**src/rtl/slice_accum_pkg.sv**
```systemverilog
`default_nettype none
// ============================================================================
// Module   : slice_accum_pkg
// Brief    : Shared constants and overflow-resolve helper for slice_accum_pipe.
// Revision : 1.0
// ============================================================================
package slice_accum_pkg;

    localparam int ACC_WRAP = 0;
    localparam int ACC_SAT  = 1;

    typedef enum logic [1:0] {
        RES_NONE = 2'd0,
        RES_WRAP = 2'd1,
        RES_SAT  = 2'd2
    } resolve_e;

    // Takes the three carry bits above ACC_W of an ACC_W+3-bit sum; the low
    // ACC_W bits are the wrapped value, so only the action is returned.
    function automatic resolve_e resolve_ovf(input logic [2:0] carry, input int mode);
        if (carry == 3'b000) begin
            return RES_NONE;
        end else if (mode == ACC_SAT) begin
            return RES_SAT;
        end else begin
            return RES_WRAP;
        end
    endfunction

endpackage
`default_nettype wire

```
**src/rtl/slice_accum_bank.sv**
```systemverilog
`default_nettype none
// ============================================================================
// Module   : slice_accum_bank
// Brief    : Per-channel accumulator registers and sticky overflow flags with
//            one read/modify/write port and a clear port (clear wins first).
// Revision : 1.0
// ============================================================================
module slice_accum_bank
    import slice_accum_pkg::*;
#(
    parameter int ACC_W  = 32,
    parameter int NUM_CH = 4,
    parameter int CH_W   = $clog2(NUM_CH)
) (
    input  logic              clk,
    input  logic              rst,
    input  logic              i_wr_en,
    input  logic [CH_W-1:0]   i_ch,
    input  logic [ACC_W-1:0]  i_wr_data,
    input  logic              i_wr_ovf,
    output logic [ACC_W-1:0]  o_rd_data,
    input  logic              i_clr_en,
    input  logic [CH_W-1:0]   i_clr_ch,
    output logic [NUM_CH-1:0] o_sticky
);

    logic [ACC_W-1:0]  r_acc [NUM_CH];
    logic [NUM_CH-1:0] r_sticky;
    logic              w_clr_hit;
    logic              w_sticky_base;

    // A clear on the channel being updated makes the update see a zero base.
    assign w_clr_hit     = i_clr_en && (i_clr_ch == i_ch);
    assign o_rd_data     = w_clr_hit ? '0 : r_acc[i_ch];
    assign w_sticky_base = w_clr_hit ? 1'b0 : r_sticky[i_ch];
    assign o_sticky      = r_sticky;

    always_ff @(posedge clk or posedge rst) begin
        if (rst) begin
            for (int i = 0; i < NUM_CH; i++) begin
                r_acc[i] <= '0;
            end
            r_sticky <= '0;
        end else begin
            if (i_clr_en) begin
                r_acc[i_clr_ch]    <= '0;
                r_sticky[i_clr_ch] <= 1'b0;
            end
            if (i_wr_en) begin
                r_acc[i_ch]    <= i_wr_data;
                r_sticky[i_ch] <= w_sticky_base | i_wr_ovf;
            end
        end
    end

endmodule
`default_nettype wire

```
**src/rtl/slice_accum_pipe.sv**
```systemverilog
`default_nettype none
// ============================================================================
// Module   : slice_accum_pipe
// Brief    : Two-stage valid/ready slice-and-accumulate engine over NUM_CH
//            channels with wrap or saturate overflow handling.
// Revision : 1.0
// ============================================================================
module slice_accum_pipe
    import slice_accum_pkg::*;
#(
    parameter int DATA_W    = 16,
    parameter int ACC_W     = 32,
    parameter int SLICE_LSB = 4,
    parameter int SLICE_W   = 4,
    parameter int NUM_CH    = 4,
    parameter int SAT_MODE  = ACC_WRAP,
    parameter int CH_W      = $clog2(NUM_CH)
) (
    input  logic              clk,
    input  logic              rst,
    input  logic              in_valid,
    output logic              in_ready,
    input  logic [CH_W-1:0]   in_ch,
    input  logic [DATA_W-1:0] in_bus,
    input  logic              in_gate,
    input  logic [ACC_W-1:0]  in_x,
    input  logic [ACC_W-1:0]  in_y,
    input  logic              clr_valid,
    input  logic [CH_W-1:0]   clr_ch,
    output logic              out_valid,
    input  logic              out_ready,
    output logic [CH_W-1:0]   out_ch,
    output logic [ACC_W-1:0]  out_acc,
    output logic              out_ovf,
    output logic [NUM_CH-1:0] ovf_sticky
);

    localparam int SUM_W = ACC_W + 2;
    localparam int T_W   = ACC_W + 3;

    logic               r_s1_valid;
    logic [CH_W-1:0]    r_s1_ch;
    logic [SUM_W-1:0]   r_s1_sum;
    logic               r_out_valid;
    logic [CH_W-1:0]    r_out_ch;
    logic [ACC_W-1:0]   r_out_acc;
    logic               r_out_ovf;

    logic               w_advance;
    logic               w_accept;
    logic [SLICE_W-1:0] w_gated;
    logic [SUM_W-1:0]   w_sum;
    logic [ACC_W-1:0]   w_acc_rd;
    logic [T_W-1:0]     w_t;
    resolve_e           w_res;
    logic               w_ovf;
    logic [ACC_W-1:0]   w_new_acc;

    assign w_advance = r_s1_valid && (!r_out_valid || out_ready);
    assign in_ready  = !r_s1_valid || w_advance;
    assign w_accept  = in_valid && in_ready;

    assign w_gated = in_gate ? in_bus[SLICE_LSB +: SLICE_W] : '0;
    assign w_sum   = SUM_W'(in_x) + SUM_W'(in_y) + SUM_W'(in_bus) + SUM_W'(w_gated);

    // The accumulator is read and written only here, so same-channel
    // back-to-back updates always see the previous result.
    assign w_t       = T_W'(w_acc_rd) + T_W'(r_s1_sum);
    assign w_res     = resolve_ovf(w_t[T_W-1:ACC_W], SAT_MODE);
    assign w_ovf     = (w_res != RES_NONE);
    assign w_new_acc = (w_res == RES_SAT) ? '1 : w_t[ACC_W-1:0];

    slice_accum_bank #(
        .ACC_W  (ACC_W),
        .NUM_CH (NUM_CH),
        .CH_W   (CH_W)
    ) u_bank (
        .clk       (clk),
        .rst       (rst),
        .i_wr_en   (w_advance),
        .i_ch      (r_s1_ch),
        .i_wr_data (w_new_acc),
        .i_wr_ovf  (w_ovf),
        .o_rd_data (w_acc_rd),
        .i_clr_en  (clr_valid),
        .i_clr_ch  (clr_ch),
        .o_sticky  (ovf_sticky)
    );

    always_ff @(posedge clk or posedge rst) begin
        if (rst) begin
            r_s1_valid <= 1'b0;
            r_s1_ch    <= '0;
            r_s1_sum   <= '0;
        end else if (w_accept) begin
            r_s1_valid <= 1'b1;
            r_s1_ch    <= in_ch;
            r_s1_sum   <= w_sum;
        end else if (w_advance) begin
            r_s1_valid <= 1'b0;
        end
    end

    always_ff @(posedge clk or posedge rst) begin
        if (rst) begin
            r_out_valid <= 1'b0;
            r_out_ch    <= '0;
            r_out_acc   <= '0;
            r_out_ovf   <= 1'b0;
        end else if (w_advance) begin
            r_out_valid <= 1'b1;
            r_out_ch    <= r_s1_ch;
            r_out_acc   <= w_new_acc;
            r_out_ovf   <= w_ovf;
        end else if (out_ready) begin
            r_out_valid <= 1'b0;
        end
    end

    assign out_valid = r_out_valid;
    assign out_ch    = r_out_ch;
    assign out_acc   = r_out_acc;
    assign out_ovf   = r_out_ovf;

endmodule
`default_nettype wire
```
**config.mk**
```make
export PLATFORM = sky130hd
export DESIGN_NAME = slice_accum_pipe
export DESIGN_NICKNAME = d
export VERILOG_FILES = /design/src/rtl/slice_accum_pkg.sv /design/src/rtl/slice_accum_bank.sv /design/src/rtl/slice_accum_pipe.sv
export SDC_FILE = /design/constraint.sdc
export NUM_CORES = 1
export LEC_CHECK = 0
export CAP_MARGIN = 5
export CORE_UTILIZATION = 63
export DETAILED_ROUTE_END_ITERATION = 6
export PLACE_DENSITY = 0.95
export SKIP_CTS_REPAIR_TIMING = 1
export SYNTH_ARGS = -nofsm -noshare
export SYNTH_HDL_FRONTEND = slang
export SYNTH_SLANG_ARGS = --single-unit
```
**constraint.sdc**
```tcl
create_clock -name clk -period 25.8 [get_ports clk]
set_clock_uncertainty 0.2 [all_clocks]
set_input_delay 7.74 -clock clk [delete_from_list [all_inputs] [get_ports clk]]
set_output_delay 7.74 -clock clk [all_outputs]
set_load 0.05 [all_outputs]
```
Word-level counts from Yosys, hierarchy flattened
Cells that the tools add are included.
{ "totals": {"out_inout_bits": 41, "inputBits": 90, "regBits": 205} }
{ "op_classes": {"reduce_logical": 15, "n_lt_le_gt_ge": 8, "eq_ne": 2, "mux": 28, "add_sub_neg": 4, "bitwise_logic": 7} }
{ "op_table": {"columns": ["operator", "n"], "rows": [
  ["two-way mux 128 bit", 2],
  ["two-way mux 32 bit", 6],
  ["AND 128 bit", 1],
  ["bitwise mux 128 bit", 1],
  ["demux 32 bit (select 2 bit)", 2],
  ["inverter 128 bit", 1],
  ["binary-select mux 32 bit (select 2 bit)", 1],
  ["adder 32 x 34 -> 35 bit", 1],
  ["adder 33 x 16 -> 34 bit", 1],
  ["adder 34 x 4 -> 34 bit", 1],
  ["adder 32 x 32 -> 33 bit", 1],
  ["two-way mux 4 bit", 3],
  ["two-way mux 1 bit", 9],
  ["logical AND 1 bit", 7],
  ["greater-or-equal comparator 3 bit, second input constant", 2],
  ["< comparator 2 x 3 -> 1 bit, second input constant", 2],
  ["< comparator 3 x 1 -> 1 bit, second input constant", 2],
  ["inverter 2 -> 3 bit", 2],
  ["nonzero test 2 bit", 3],
  ["AND 4 bit", 1],
  ["bitwise mux 4 bit", 1],
  ["demux 1 bit (select 2 bit)", 2],
  ["greater-or-equal comparator 2 x 1 -> 1 bit, second input constant", 2],
  ["inverter 4 bit", 1],
  ["other kinds (7)", 9]
]} }

Logic depth before layout (Yosys ltp)
Gate-level depths: netlist (run 1).
{ "logic_depth": {"depth_word": 12, "depth_mapped": 15, "ltp_nobuf": 13} }

Hierarchy
Synthesis (run 1) repeated with hierarchy kept, for this count alone.
{ "hier_totals": {"cells_unflattened": 1268, "hier_area_um2": 13111.3} }
{ "modules_own_cells": {"columns": ["mod", "seq_area_each_um2", "cells_each", "instances", "area_each_um2"], "rows": [
  ["slice_accum_pipe", 1826.8, 882, 1, 7283.2],
  ["slice_accum_bank", 3303.2, 386, 1, 5828.1]
]} }

Worst setup path after synthesis (run 1)
No wires, ideal clock.
{ "synth_path": {"kind": "input port to output port", "from": "in out_ready", "to": "out in_ready", "arrival_ps": 8239, "path_buffers": 0, "t_required_ps": 17860, "setup_slack_ps": 9621, "path_stages": 1, "path_cell_list": "nand3b_1"} }
{ "synth_via": {"elab_chain_len": 3} }
{ "synth_rtl": {"columns": ["element", "line", "text"], "rows": [
  ["start, declared", "slice_accum_pipe.sv:31", "input logic out_ready,"],
  ["logical OR 1 bit", "slice_accum_pipe.sv:59", "assign w_advance = r_s1_valid && (!r_out_valid || out_ready);"],
  ["logical AND 1 bit", "slice_accum_pipe.sv:59", null],
  ["logical OR 1 bit", "slice_accum_pipe.sv:60", "assign in_ready = !r_s1_valid || w_advance;"],
  ["end, declared", "slice_accum_pipe.sv:22", "output logic in_ready,"]
]} }
Every way passes these cells.

Final worst setup path (run 1)
Same ends and word-level chain as after synthesis.

==> results of run 1 <==
## layout make-up
cell class | instances | area [um^2] | share of cell area [%]
clock buffers | 27 | 578 | 3.79
clock inverters | 10 | 113 | 0.739
inverters | 16 | 67.6 | 0.443
multi-input cells | 1086 | 7640 | 50.1
flip-flops and latches | 205 | 5130 | 33.7
well taps | 270 | 338 | 2.22
repair buffers | 141 | 1380 | 9.08
## power by group
| group | internal [uW] | switching (uW) |
|---|---|---|
| sequential | 457 | 88.9 |
| clock | 179 | 130 |
| combinational | 341 | 573 |
| total | 977 | 792 |
## synthesized netlist by cell type (all sizes together), types with 6 or more instances
master	count	area [um^2]
a21o	28	210
nand4	7	43.8
and2	42	263
nand4b	6	52.6
dfrtp	205	5130
nand2	193	724
nand3	141	706
inv	16	60.1
nor2	40	150
buf	8	33.8
o21ai	183	920
and3	12	75.1
ha	109	1360
o211ai	9	67.6
mux4	33	743
clkbuf	74	279
xnor2	29	254
fa	22	440
nor2b	9	63.8
a21oi	67	335
nor3	13	65.1
nand2b	8	50.1
xor2	22	193
a211oi	7	57.6
o21bai	11	82.6
o21a	17	128
a31oi	15	93.8
## worst max-delay path by stage
stage / slack [ns] / from / to / depth (start not counted)
2_1_floorplan: 9.62 / out_ready / in_ready / 1
3_3_place_gp: 8.67 / out_ready / in_ready / 3
3_5_place_dp: 8.63 / out_ready / in_ready / 3
4_1_cts: 8.62 / out_ready / in_ready / 3
5_1_grt: 8.55 / out_ready / in_ready / 3
6_report: 8.62 / out_ready / in_ready / 3
## stage by stage
stage | power, uW | setup slack, ns | hold slack (ns) | cell area (um^2) | std cells
2_1_floorplan | 1170 | 9.62 | 0.252 | 13100 | 1389
3_3_place_gp | 1390 | 8.67 | 0.250 | 14600 | 1718
3_5_place_dp | 1430 | 8.63 | 0.264 | 14600 | 1718
4_1_cts | 1750 | 8.62 | 0.280 | 15200 | 1755
5_1_grt | 1870 | 8.55 | 0.306 | 15200 | 1755
6_report | 1770 | 8.62 | 0.274 | 15200 | 1755
## metal layers
layer  routed length [um]  vias up  GRT usage [%]
met5                    0        -              0
met4                 1020        0           11.9
met3                 3470       97           5.13
met2                16900      726           56.3
met1                13700     5585           42.9
li1                     -     5184              -
## sequential cells by signal (all words and copies together) (netlist names)
signal           flops
u_bank.r_acc       128
out_acc             32
r_s1_sum            34
out_ch               2
out_ovf              1
u_bank.o_sticky      4
r_s1_valid           1
out_valid            1
r_s1_ch              2
## critical path, cell delays in order
cell	delay (ns)
clkdlybuf4s50_1	0.46
nand3b_1	0.18
clkdlybuf4s50_1	0.85
## kinds of logic (layout without fill, tap and decap cells)
logic type / Yosys count / after routing / synth area share [%]
compound gates: 375 / 375 / 17.1
xor+xnor: 51 / 51 / 3.40
fa+ha+maj: 131 / 131 / 13.7
simple gates: 494 / 494 / 18.0
buf+inv: 98 / 194 / 2.84
flops: 205 / 205 / 39.1
mux: 35 / 35 / 5.83
==> results.yml, run 1 <==
route:
  dr.first_iter.drc_count: 1063
  via_count: 11592
  first_pass_iters: 6
  routed_wl_um: 35100
  antenna_left: 0
  vias_per_cell: 6.61
  drcViolationCount: 0
  wl_per_cell_um: 20.0
setup_path:
  crit_type: "primary input to output port"
  r2r-end: "u_bank.r_acc[93]$_DFF_PP0_"
  ff2ff_path_depth: 14
  cp_max_fo: 4
  arrival_ns: 9.24
  setup.worst_path.end_class: "output port"
  r2r-start: "r_s1_ch[0]$_DFFE_PP0P_"
  regToRegSetupSlack_ns: 20.99
  worst_setup_path_start_kind: "primary input"
  worstPathRequired_ns: 17.86
grt:
  grt_use_total_pct: 33.0
  grt_max_degree: 123
  grt_pass1_vias: 11469
  antenna_found_initial: 0
  grt_pass1_wl_um: 56600
  grt_overflow: 0
final_layout:
  mostFrequentLayoutCells: "dfrtp_1 (204), nand2_1 (191), o21ai_0 (179)"
  nFillCells: 1368
  drive_gt1_share_pct: 6.73
  final_util_pct: 75.1
  diodes: 0
  final_net_count: 1692
  area_growth_pct: 16.2
  layout_commonest_cell: "dfrtp_1"
power_and_ir_drop:
  ir_drop_mv: 0.0500
  p_per_area_mw_per_mm2: 116
  leakage_uw: 0.00689
min_path:
  min-delay-start: "out_acc[1]$_DFFE_PP0P_"
  whs_path_depth: 2
  min_to: "out_acc[1]$_DFFE_PP0P_"
  hold_path_class: "flop to flop"
timing:
  relSlewSlack_pct: 12.8
  finalSetupTns_ns: 0
  worst_pin_slew_ns: 1.31
  finalCritPeriodShare_pct: 66.6
  fmax_ghz: 0.0582
  maxSlewViolCount: 0
  rsz0062_at_grt: "no"
  timing.final.crit_period_ns: 17.18
  hold_viol_final: 0
  setup_viol: 0
yosys:
  syn_area_per_cell_um2: 9.45
  synth_area_mm2: 0.0131
  synth_warnings: 0
  syn_nets: 1610
  synth_edf_count: 0
  syn_inst: 1389
  yosysSeqAreaShare_pct: 39.1
  ys.flop_type: "dfrtp_1"
  ys_seq_elements: 205
  synth.distinct_cells: 68
  ys_async_sr_fraction_pct: 100
floorplanning:
  ios: 131
  die_x_um: 146
  dieArea_mm2: 0.0214
  die_h_um: 146
  core-area_mm2: 0.0203
  rows: 52
  start_util_pct: 64.7
cts:
  clock_sinks: 205
  cts_buffer_depth: 3
  root_buffer: "clkbuf_16"
  insertion_delay_ns: 0.51
  clk_pin_slew_ns: 0.06
  cts_buffers: 21
  cts_tree: "done"
  cts.htree.levels: 1
placement:
  place.gp.congestion: 0.940
  hpwlAfterDp_um: 23000
  portBuffers: 130
outcome:
  status: "finished clean"
flow_run:
  cap_violations: 0
Power figures use the tool's default switching activity.
==> run 2, diff against run 1 <==
--- a/config.mk
+++ b/config.mk
@@ -6,9 +6,9 @@
 export NUM_CORES = 1
 export LEC_CHECK = 0
 export CAP_MARGIN = 5
-export CORE_UTILIZATION = 63
+export CORE_UTILIZATION = 58
 export DETAILED_ROUTE_END_ITERATION = 6
-export PLACE_DENSITY = 0.95
+export PLACE_DENSITY = 0.89
 export SKIP_CTS_REPAIR_TIMING = 1
 export SYNTH_ARGS = -nofsm -noshare
 export SYNTH_HDL_FRONTEND = slang
==> constraint.sdc (replaced) <==
create_clock -name clk -period 16.49 [get_ports clk]
set_clock_uncertainty 0.2 [all_clocks]
set_input_delay 4.947 -clock clk [delete_from_list [all_inputs] [get_ports clk]]
set_output_delay 4.947 -clock clk [all_outputs]
set_load 0.05 [all_outputs]
==> run 2 against run 1 <==
Core utilization decreased by 5.5 points. Die area increased by 8.5%. The flow now finishes with violations (DRC). Worst hold slack got worse by 0.0026 ns. Largest cell class unchanged.
==> results.yml, run 2 (synthesis results as in run 1) <==
route:
  antenna_left: 0
  dr.first_iter.drc_count: 922
  via_count: 11258
  first_pass_iters: 7
  routed_wl_um: 33700
  wl_per_cell_um: 19.1
  vias_per_cell: 6.37
  drcViolationCount: 7
placement:
  portBuffers: 130
  place.gp.congestion: 0.893
  dp_slack_ns: 4.92
  hpwlAfterDp_um: 22500
timing:
  maxSlewViolCount: 0
  timing.final.crit_period_ns: 11.57
  hold-worst-slack_ns: 0.272
  finalCritPeriodShare_pct: 70.2
  hold_viol_final: 0
  rsz0062_at_grt: "no"
  fmax_ghz: 0.0864
  finalSetupTns_ns: 0
  relSlewSlack_pct: 32.4
  fin_ws_ns: 4.92
  setup_viol: 0
  worst_pin_slew_ns: 1.01
setup_path:
  worstPathRequired_ns: 11.34
  r2r-end: "u_bank.o_sticky[0]$_DFF_PP0_"
  crit_type: "primary input to output port"
  cp_max_fo: 4
  worst_setup_path_start_kind: "primary input"
  regToRegSetupSlack_ns: 11.65
  arrival_ns: 6.42
  r2r-start: "r_s1_ch[0]$_DFFE_PP0P_"
  ff2ff_path_depth: 14
  setup.worst_path.end_class: "output port"
grt:
  grt_overflow: 0
  grt_pass1_vias: 11253
  grt_use_total_pct: 30.1
  grt_pass1_wl_um: 56500
  grt_max_degree: 125
  antenna_found_initial: 0
final_layout:
  drive_gt1_share_pct: 7.06
  mostFrequentLayoutCells: "dfrtp_1 (204), nand2_1 (191), o21ai_0 (179)"
  diodes: 0
  area_growth_pct: 16.9
  largest_reg_flops: 128
  final_util_pct: 69.6
  final_net_count: 1693
  largest-register: "u_bank.r_acc"
  layout_commonest_cell: "dfrtp_1"
floorplanning:
  die_h_um: 152
  core-area_mm2: 0.0220
  die_x_um: 152
  start_util_pct: 59.6
  ios: 131
  rows: 54
  dieArea_mm2: 0.0232
power_and_ir_drop:
  p_seq_share_pct: 30.4
  p_per_area_mw_per_mm2: 182
  sw_frac_of_total_pct: 44.0
  leakage_uw: 0.00693
  power_frac_comb_pct: 50.8
  clkPwrFrac_pct: 18.8
  ir_drop_mv: 0.0963
  internal_power_uw: 1560
  p_total_uw: 2790
  switchingPower_uw: 1230
cts:
  insertion_delay_ns: 0.51
  cts_buffers: 21
  clock_sinks: 205
  root_buffer: "clkbuf_16"
  cts.htree.levels: 1
  cts_tree: "done"
  cts_buffer_depth: 3
  clk_pin_slew_ns: 0.06
min_path:
  whs_path_depth: 2
  min-delay-start: "out_acc[0]$_DFFE_PP0P_"
  hold_path_class: "flop to flop"
  min_to: "out_acc[0]$_DFFE_PP0P_"
flow_run:
  cap_violations: 0
outcome:
  status: "finished with violations"
  failed_checks: "DRC"
run 2: per-stage QoR:
stage	cells	area (um^2)
CTS	1767	15300
finish	1767	15300
global placement	1729	14600
global route	1767	15300
floorplan	1389	13100
detailed placement	1729	14600
run 2: power by group through the flow:
stage | combinational, uW | clock (uW) | sequential [uW]
2_1_floorplan | 868 | 0 | 956
3_3_place_gp | 1350 | 0 | 833
3_5_place_dp | 1390 | 0 | 848
4_1_cts | 1400 | 528 | 844
5_1_grt | 1550 | 548 | 870
6_report | 1420 | 524 | 849
run 2: worst max path at each step:
stage / startpoint / endpoint / slack, ns / depth (start not counted)
after floorplan: rst / out_acc[0]$_DFFE_PP0P_ / 5.75 / 1
after global placement: out_ready / in_ready / 4.94 / 3
after detailed placement: out_ready / in_ready / 4.92 / 3
after CTS: out_ready / in_ready / 4.91 / 3
after global routing: out_ready / in_ready / 4.88 / 3
final: out_ready / in_ready / 4.92 / 3
run 2: cell type report:
| type | instances | area, um^2 |
|---|---|---|
| well taps | 280 | 350 |
| fillers | 1675 | 6690 |
| clock buffers | 25 | 581 |
| inverters | 16 | 67.6 |
| repair buffers | 142 | 1390 |
| multi-input cells | 1086 | 7640 |
| clock inverters | 13 | 179 |
| flip-flops and latches | 205 | 5130 |
run 2: layer usage:
layer | global-route usage [%] | up-vias | wire (um)
met3 | 4.58 | 87 | 3200
met2 | 49.8 | 557 | 15900
li1 | - | 5191 | -
met4 | 10.9 | 0 | 869
met5 | 0 | - | 0
met1 | 40.5 | 5423 | 13700
run 2: critical path: stages:
cell and delay, ns:
clkdlybuf4s50_1 0.46, nand3b_1 0.18, clkdlybuf4s50_1 0.83
